File: config.mk
export PLATFORM = sky130hd
export DESIGN_NAME = rv32_mem_stage
export DESIGN_NICKNAME = d
export VERILOG_FILES = /design/src/rtl/rv32_mem_stage.sv
export SDC_FILE = /design/constraint.sdc
export NUM_CORES = 1
export LEC_CHECK = 0
export CELL_PAD_IN_SITES_DETAIL_PLACEMENT = 0
export CELL_PAD_IN_SITES_GLOBAL_PLACEMENT = 1
export CORE_MARGIN = 2
export CORE_UTILIZATION = 28
export CTS_CLUSTER_SIZE = 10
export DETAILED_ROUTE_END_ITERATION = 12
export PLACE_DENSITY_LB_ADDON = 0.1
export SETUP_SLACK_MARGIN = 0.4
export SYNTH_ARGS = -nofsm -noshare
export SYNTH_HDL_FRONTEND = slang
export SYNTH_SLANG_ARGS = --single-unit
File: constraint.sdc
create_clock -name clk -period 4.3 [get_ports clk]
set_input_delay 1.29 -clock clk [delete_from_list [all_inputs] [get_ports clk]]
set_output_delay 1.29 -clock clk [all_outputs]
set_load 0.02 [all_outputs]
File: src/rtl/rv32_mem_stage.sv
// Memory stage: B/H/W loads and stores over a req/gnt + rvalid bus, one access outstanding; 1-cycle for non-mem ops and granted stores.
// Loads stall upstream until rvalid. A response that arrives under stop is parked in HOLD until stop falls.
package rv32_mem_pkg;
  localparam logic [31:0] RV_NOP = 32'h0000_0013;

  typedef struct packed {
    logic [4:0] rd;
    logic       reg_write;
    logic       mem_read;
    logic       mem_write;
  } decoded_instr_t;

  typedef struct packed {
    logic [31:0]    instr;
    logic [31:0]    pc;
    decoded_instr_t decoded_instr;
    logic [31:0]    mem_addr;
    logic [31:0]    wb_result;
  } exec_mem_buffer_t;

  typedef struct packed {
    logic [31:0]    instr;
    logic [31:0]    pc;
    decoded_instr_t decoded_instr;
    logic [31:0]    wb_result;
  } mem_wb_buffer_t;

  function automatic decoded_instr_t create_nop_ctrl();
    create_nop_ctrl = '0;
  endfunction
endpackage

module rv32_mem_stage
  import rv32_mem_pkg::*;
#(
  parameter int RESP_HOLD_EN = 1
) (
  input  logic             clk,
  input  logic             reset,
  input  exec_mem_buffer_t exec_mem_buff,
  input  logic             stop,
  output logic             stall_req,
  output logic             mem_fault,
  output logic             dmem_req,
  output logic             dmem_we,
  output logic [31:0]      dmem_addr,
  output logic [3:0]       dmem_be,
  output logic [31:0]      dmem_wdata,
  input  logic             dmem_gnt,
  input  logic             dmem_rvalid,
  input  logic [31:0]      dmem_rdata,
  output mem_wb_buffer_t   mem_wb_buff,
  output logic [31:0]      wb_bypass
);

  typedef enum logic [1:0] {IDLE, WAIT_RESP, HOLD} state_t;

  state_t      state, state_nxt;
  logic [6:0]  opcode;
  logic [2:0]  funct3;
  logic [1:0]  addr_lo;
  logic        is_load, is_store, is_mem, legal, fault, mem_op;
  logic [31:0] shifted, load_data, held_result, complete_data;
  logic        req, stall, capture;

  assign opcode   = exec_mem_buff.instr[6:0];
  assign funct3   = exec_mem_buff.instr[14:12];
  assign addr_lo  = exec_mem_buff.mem_addr[1:0];
  assign is_load  = (opcode == 7'b0000011);
  assign is_store = (opcode == 7'b0100011);
  assign is_mem   = is_load | is_store;

  always_comb begin
    legal = 1'b0;
    case (funct3)
      3'b000:  legal = 1'b1;
      3'b001:  legal = !addr_lo[0];
      3'b010:  legal = (addr_lo == 2'b00);
      3'b100:  legal = is_load;
      3'b101:  legal = is_load && !addr_lo[0];
      default: legal = 1'b0;
    endcase
  end

  assign fault  = is_mem && !legal;
  assign mem_op = is_mem && legal;

  // Lane steering only depends on size; loads reuse the same byte enables.
  always_comb begin
    dmem_be    = 4'b1111;
    dmem_wdata = exec_mem_buff.wb_result;
    case (funct3[1:0])
      2'b00: begin
        dmem_be    = 4'b0001 << addr_lo;
        dmem_wdata = {4{exec_mem_buff.wb_result[7:0]}};
      end
      2'b01: begin
        dmem_be    = addr_lo[1] ? 4'b1100 : 4'b0011;
        dmem_wdata = {2{exec_mem_buff.wb_result[15:0]}};
      end
      default: begin
        dmem_be    = 4'b1111;
        dmem_wdata = exec_mem_buff.wb_result;
      end
    endcase
  end

  assign dmem_addr = {exec_mem_buff.mem_addr[31:2], 2'b00};
  assign dmem_we   = is_store;

  always_comb begin
    shifted = dmem_rdata >> {addr_lo, 3'b000};
    case (funct3)
      3'b000:  load_data = {{24{shifted[7]}}, shifted[7:0]};
      3'b001:  load_data = {{16{shifted[15]}}, shifted[15:0]};
      3'b100:  load_data = {24'd0, shifted[7:0]};
      3'b101:  load_data = {16'd0, shifted[15:0]};
      default: load_data = dmem_rdata;
    endcase
  end

  always_comb begin
    state_nxt     = state;
    req           = 1'b0;
    stall         = 1'b0;
    capture       = 1'b0;
    complete_data = exec_mem_buff.wb_result;
    case (state)
      IDLE: begin
        if (fault) complete_data = 32'd0;
        if (mem_op && !stop) begin
          req = 1'b1;
          if (!dmem_gnt) begin
            stall = 1'b1;
          end else if (is_load) begin
            stall     = 1'b1;
            state_nxt = WAIT_RESP;
          end
        end else if (mem_op) begin
          stall = 1'b1;
        end
      end
      WAIT_RESP: begin
        stall = 1'b1;
        if (dmem_rvalid) begin
          if (!stop || RESP_HOLD_EN == 0) begin
            stall         = 1'b0;
            complete_data = load_data;
            state_nxt     = IDLE;
          end else begin
            capture   = 1'b1;
            state_nxt = HOLD;
          end
        end
      end
      HOLD: begin
        stall = 1'b1;
        if (!stop) begin
          stall         = 1'b0;
          complete_data = held_result;
          state_nxt     = IDLE;
        end
      end
      default: state_nxt = IDLE;
    endcase
  end

  assign dmem_req  = req && !reset;
  assign mem_fault = (state == IDLE) && fault && !stop && !reset;
  assign stall_req = stall;
  assign wb_bypass = mem_wb_buff.wb_result;

  always_ff @(posedge clk) begin
    if (reset) begin
      state       <= IDLE;
      held_result <= 32'd0;
      mem_wb_buff <= '{instr: RV_NOP, pc: 32'd0, decoded_instr: create_nop_ctrl(), wb_result: 32'd0};
    end else begin
      state <= state_nxt;
      if (capture) held_result <= load_data;
      // A stalled cycle emits a bubble so the held instruction retires exactly once.
      if (!stop) begin
        if (stall)
          mem_wb_buff <= '{instr: RV_NOP, pc: 32'd0, decoded_instr: create_nop_ctrl(), wb_result: 32'd0};
        else
          mem_wb_buff <= '{instr: exec_mem_buff.instr, pc: exec_mem_buff.pc,
                           decoded_instr: exec_mem_buff.decoded_instr, wb_result: complete_data};
      end
    end
  end

endmodule

---- Word-level counts from Yosys, hierarchy flattened ----
Cells that the tools add are included.
storage, ports and cells
  bits in registers ....................... 138
  latch bits .............................. 0
  memory bits (writable) .................. 0
  ROM bits ................................ 0
  bits of input ports ..................... 173
  output and inout port bits .............. 208
  word-level logic and storage cells ...... 70
  memories ................................ 0
cells by class
  $add $sub $neg .......................... 0
  $mul .................................... 0
  divide/modulo/power cells ............... 0
  order comparisons ....................... 0
  eq/ne operators ......................... 14
  shift operators ......................... 2
  multiplexer cells ....................... 27
  bitwise gates (word level) .............. 1
  reductions and logical operators ........ 17
operators with widths
  operator               number
  $pmux W32 S4           1
  $mux W104              1
  $pmux W32 S3           1
  $mux W32               2
  $pmux W32 S2           1
  $shr A32 B5 Y16        1
  $mux W2                6
  $mux W1                10
  $ne A2 B2 Y1 const B   5
  $logic_and A1 B1 Y1    8
  $pmux W4 S2            1
  $eq A7 B2 Y1 const B   1
  $eq A7 B6 Y1 const B   1
  $eq A3 B3 Y1 const B   2
  $logic_not A2 Y1       3
  $pmux W2 S3            1
  $pmux W1 S5            1
  $reduce_and A5 Y1      1
  $eq A2 B1 Y1 const B   2
  $logic_not A1 Y1       4
  $mux W4                1
  $shl A1 B2 Y4 const A  1
  $eq A3 B1 Y1 const B   1
  $eq A3 B2 Y1 const B   1
  other kinds (4)        4

---- Longest topological paths before layout ----
  depth in word-level cells ............... 8
  gate-level depth with buffers ........... 10
  gate-level depth less buffers ........... 6

---- Worst setup path after synthesis ----
No wires, ideal clock.
  path kind ............................... input -> output
  start ................................... input exec_mem_buff[117] (netlist bit)
  end ..................................... output dmem_wdata[18]
  data arrival time ....................... 2721 ps
  data required time ...................... 3010 ps
  setup slack ............................. 289 ps
  stages on the path ...................... 5
  buffers on the path ..................... 4
  cells stage by stage .................... buf_2 clkbuf_1 clkbuf_1 buf_1 mux2_2
between the ends
  word-level cells in the longest chain between the ends .. 2
  elaborated cells between the ends (all ways) .. 3
  those cells by class .................... 1 x eq/ne; 1 x mux; 1 x reduce/logical
ends and longest elaborated chain
  item                                                     RTL line  text
  from (decl)                                              40        input exec_mem_buffer_t exec_mem_buff,
  $eq A2 B1 Y1 / $logic_not A2 Y1 (equally long branches)  92        case (funct3[1:0])
  $pmux W32 S2 *                                           92
  to (decl)                                                48        output logic [31:0] dmem_wdata,
Mark *: on every way between the ends. The rest lies on a longest branch, timed or not.

---- Final worst setup path ----
  start ................................... input exec_mem_buff[108] (netlist bit)
  end ..................................... output dmem_req
between the ends
  word-level cells in the longest chain between the ends .. 8
  elaborated cells between the ends (all ways) .. 10
  those cells by class .................... 2 x eq/ne; 3 x mux; 1 x bitwise; 4 x reduce/logical
ends and longest elaborated chain
  item                   RTL line  text
  $eq A7 B2 Y1           69        assign is_load = (opcode == 7'b0000011);
  $logic_and A1 B1 Y1    80        3'b101: legal = is_load && !addr_lo[0];
  $pmux W1 S5            75        case (funct3)
  $logic_and A1 B1 Y1 *  86        assign mem_op = is_mem && legal;
  $logic_and A1 B1 Y1 *  131       if (mem_op && !stop) begin
  $mux W1 *              131
  $mux W1 *              128       case (state)
  $logic_and A1 B1 Y1 *  168       assign dmem_req = req && !reset;
  to (decl)              44        output logic dmem_req,
Marks and branches as above.

==> results.yml <==
run_status:
  status: "complete, no violations"
worst_setup_path:
  worst-path-max-fanout: 3
  worst_case_register_to_register_setup_slack_ns: 1.77
  regToRegEndpoint: "wb_bypass[19]"
  critPathRequiredTime_ns: 3.01
  cp_data_arrival_time_ns: 2.59
  worst_r2r_startpoint: "state[1]"
  critPathKind: "in2out"
  crit_path_start_kind: "input port"
  worst-r2r-cell-count: 7
  timing.critical_path.to_type: "output port"
logic_synthesis:
  netlist_instances: 959
  synth_top_cell_by_area: "dfxtp_1"
  netlist_top_cells_area: "dfxtp_1, nor2_1, a22oi_1"
  synth.yosys.seq_area_share: 0.367
  yosys_most_used_dff: "dfxtp_1"
  number_of_enable_flip_flop_cells_after_synthesis: 0
  ys_warn_count: 0
  share_of_cell_area_taken_by_muxes_after_synthesis: 0.0495
  synth_compound_gate_area_share: 0.276
  synth_simple_gate_area_frac: 0.177
  synth.avg_cell_area_sq_um: 7.85
  post-synth-top-area-fraction: 0.367
  yosysUniqueCellTypes: 51
  synth_top_family_by_area: "compound AO/OA/AOI/OAI gates"
  mappedNetlistArea_sq_mm: 0.00753
  postSynth.asyncResetShare: 0
  yosys.area_share.adder: 0
  synth_area_in_xor_xnor: 0
  flip_flop_and_latch_count_after_synthesis: 138
pwr:
  clock_power_share: 0.421
  power.switching_mw: 1.09
  max-vdd-ir-drop_mv: 0.212
  pwr_density_cell_mw_per_mm2: 331
  pwr-share-seq: 0.366
  power.internal_mw: 2.66
  switching_portion_of_total_power: 0.290
  power_leakage_nw: 4.25
  p_comb_frac: 0.213
min_path:
  worstHoldEndpoint: "held_result[7]"
  hold_path.class: "reg2reg"
  holdCritStartpoint: "held_result[7]"
  hold_depth: 2
global_routing:
  grt_util_all_layers: 0.224
  grt_pass1_wl_um: 47700
  maximum_number_of_pins_on_one_net_before_global_route_repair: 96
  grt_pass1_vias: 7494
  antenna_found_initial: 0
  grt_overflow: 0
cells_and_area:
  drive_above_1_share: 0.119
  fin_nets: 1371
  antenna_cells: 0
  area.growth.synth_to_final_pct: 50.2
  utilization_after_layout: 0.425
  nFillCells: 2718
route:
  average_via_count_per_standard_cell: 5.02
  wl_met1_um: 14400
  routed-wl-met3_um: 1790
  wl_met2_um: 15300
  vias: 7784
  drc: 0
  drt_iter0_drc: 521
  route.antenna.remaining_nets: 0
  drt-pass1-iter-count: 4
  post_drt_wl_per_cell_um: 20.7
  drt_wl_total_um: 32200
  route.top_layer_used: "met4"
placed_design:
  dpl.hpwl_um: 23400
  routabilityCongestion: 0.821
  numPortBuffers: 318
die:
  die_h_um: 168
  initial_core_util: 0.283
  fp-row-count: 60
  placeableCoreArea_sq_mm: 0.0267
  die_width_um: 168
  full_die_area_sq_mm: 0.0282
  boundaryPins: 381
sta:
  final_max_slew_viol_count: 0
  layout_min_cycle_time_ns: 3.88
  setup-violations-final: 0
  max_slew_margin: 0.282
  fin_hold_ws_ns: 0.455
  report.final.hold_viol_count: 0
  finalSetupTns_ns: 0
  rsz0062_at_grt: "true"
  min_period_over_period: 0.902
  timing_worst_slew_pin_value_ns: 1.08
  max_freq_ghz: 0.258
  worst_clock_skew_ns: 0.0145
clock_tree:
  cts-buffers-inserted: 17
  cts.root.buffer_cell: "clkbuf_16"
  clk_pin_slew_worst_paths_ns: 0.06
  cts-htree-levels: 4
  clk-insertion-delay-late_ns: 0.43
  post_cts_hold_buffer_count: 0
  clk_path_buf_depth: 2
  cts.sink_count: 138
  tritoncts: "yes"
job:
  timing.max_cap.violations: 0
[cells in the mapped netlist (all sizes together) (22+ instances only)]
master / number
a211oi: 39
a21oi: 66
a221oi: 22
a22oi: 77
buf: 95
clkbuf: 59
dfxtp: 138
nand2: 74
nand2b: 24
nor2: 181
o21ai: 33
[per-stage QoR]
step | worst slack, ns | std cells | instance area (sq um) | total power, mW
global placement | -0.600 | 1518 | 10700 | 2.21
finish | 0.423 | 1552 | 11300 | 3.74
CTS | 0.401 | 1552 | 11300 | 3.80
floorplan | 0.401 | 960 | 7540 | 1.81
detailed placement | -0.598 | 1518 | 10700 | 2.21
global route | 0.320 | 1552 | 11300 | 3.90
[metal layers]
metal  vias up  track usage
met1      3670        0.296
li1       3806            -
met4         0       0.0699
met2       272        0.367
met5         -            0
met3        36       0.0449
[state kept, by name, summed over array words and instances, names as in the netlist]
signal / flops
state: 2
held_result: 32
wb_bypass: 32
mem_wb_buff: 72
[power by group through the flow]
stage	Combinational [mW]	Clock, mW	Sequential (mW)
after CTS	0.802	1.62	1.37
after detailed placement	0.809	0	1.40
after global placement	0.809	0	1.40
after floorplan	0.358	0	1.46
final	0.796	1.57	1.37
after global routing	0.847	1.67	1.38
[cells in the final DEF (no fill, tap or decap), types with 3 or more instances in the layout]
| cell | count |
|---|---|
| dlygate4sd2_1 | 27 |
| nand2b_1 | 24 |
| o211ai_1 | 3 |
| nor2b_1 | 11 |
| buf_12 | 4 |
| inv_6 | 5 |
| a21oi_1 | 63 |
| mux2i_1 | 17 |
| clkbuf_16 | 17 |
| o21ai_1 | 4 |
| o22ai_1 | 17 |
| buf_6 | 3 |
| inv_1 | 17 |
| clkbuf_2 | 5 |
| a22oi_1 | 77 |
| a21o_1 | 4 |
| buf_2 | 10 |
| clkdlybuf4s50_1 | 267 |
| o21bai_1 | 9 |
| nor3_1 | 4 |
| mux2_2 | 16 |
| a221oi_1 | 22 |
| a311oi_1 | 7 |
| a32oi_1 | 8 |
| clkinv_4 | 4 |
| nor2_1 | 179 |
| buf_4 | 52 |
| o21ai_0 | 29 |
| dfxtp_1 | 138 |
| bufinv_16 | 3 |
| nand2_1 | 74 |
| a211oi_1 | 39 |
| o2bb2ai_1 | 7 |
| and2_1 | 4 |
[worst max-delay path, stage by stage]
cell             delay, ns
clkdlybuf4s15_2       0.21
nor4_4                0.25
buf_4                 0.17
nand4_1               0.17
nor4_2                0.30
buf_4                 0.19
[logic make-up after synthesis]
kind of cell / after synthesis
compound gates: 301
buf+inv: 172
flops: 138
mux: 34
other cells: 1
simple gates: 313
[worst max-delay path by stage]
| stage | start | end | slack, ns | cells past startpoint |
|---|---|---|---|---|
| final | exec_mem_buff[108] | dmem_req | 0.42 | 6 |
| after global routing | exec_mem_buff[108] | dmem_req | 0.32 | 6 |
| after CTS | exec_mem_buff[116] | dmem_wdata[8] | 0.40 | 6 |
| after detailed placement | exec_mem_buff[118] | stall_req | -0.60 | 6 |
| after global placement | exec_mem_buff[118] | stall_req | -0.60 | 6 |
| after floorplan | exec_mem_buff[117] | dmem_wdata[18] | 0.40 | 5 |
[what timing repair did]
item,in CTS,in global routing
pin swaps,4,1
setup endpoints to repair,38,11
gates resized for setup,104,19
gates cloned,1,0
buffers inserted,1,0
[cell type report]
cell class | instances | area [sq um] | area share
multi-input cells | 650 | 3850 | 0.341
repair buffers | 373 | 3580 | 0.316
well taps | 341 | 427 | 0.0377
clock buffers | 19 | 443 | 0.0391
clock inverters | 13 | 180 | 0.0159
inverters | 18 | 67.6 | 0.00597
flip-flops and latches | 138 | 2760 | 0.244
(Power assumes the default switching activity.)
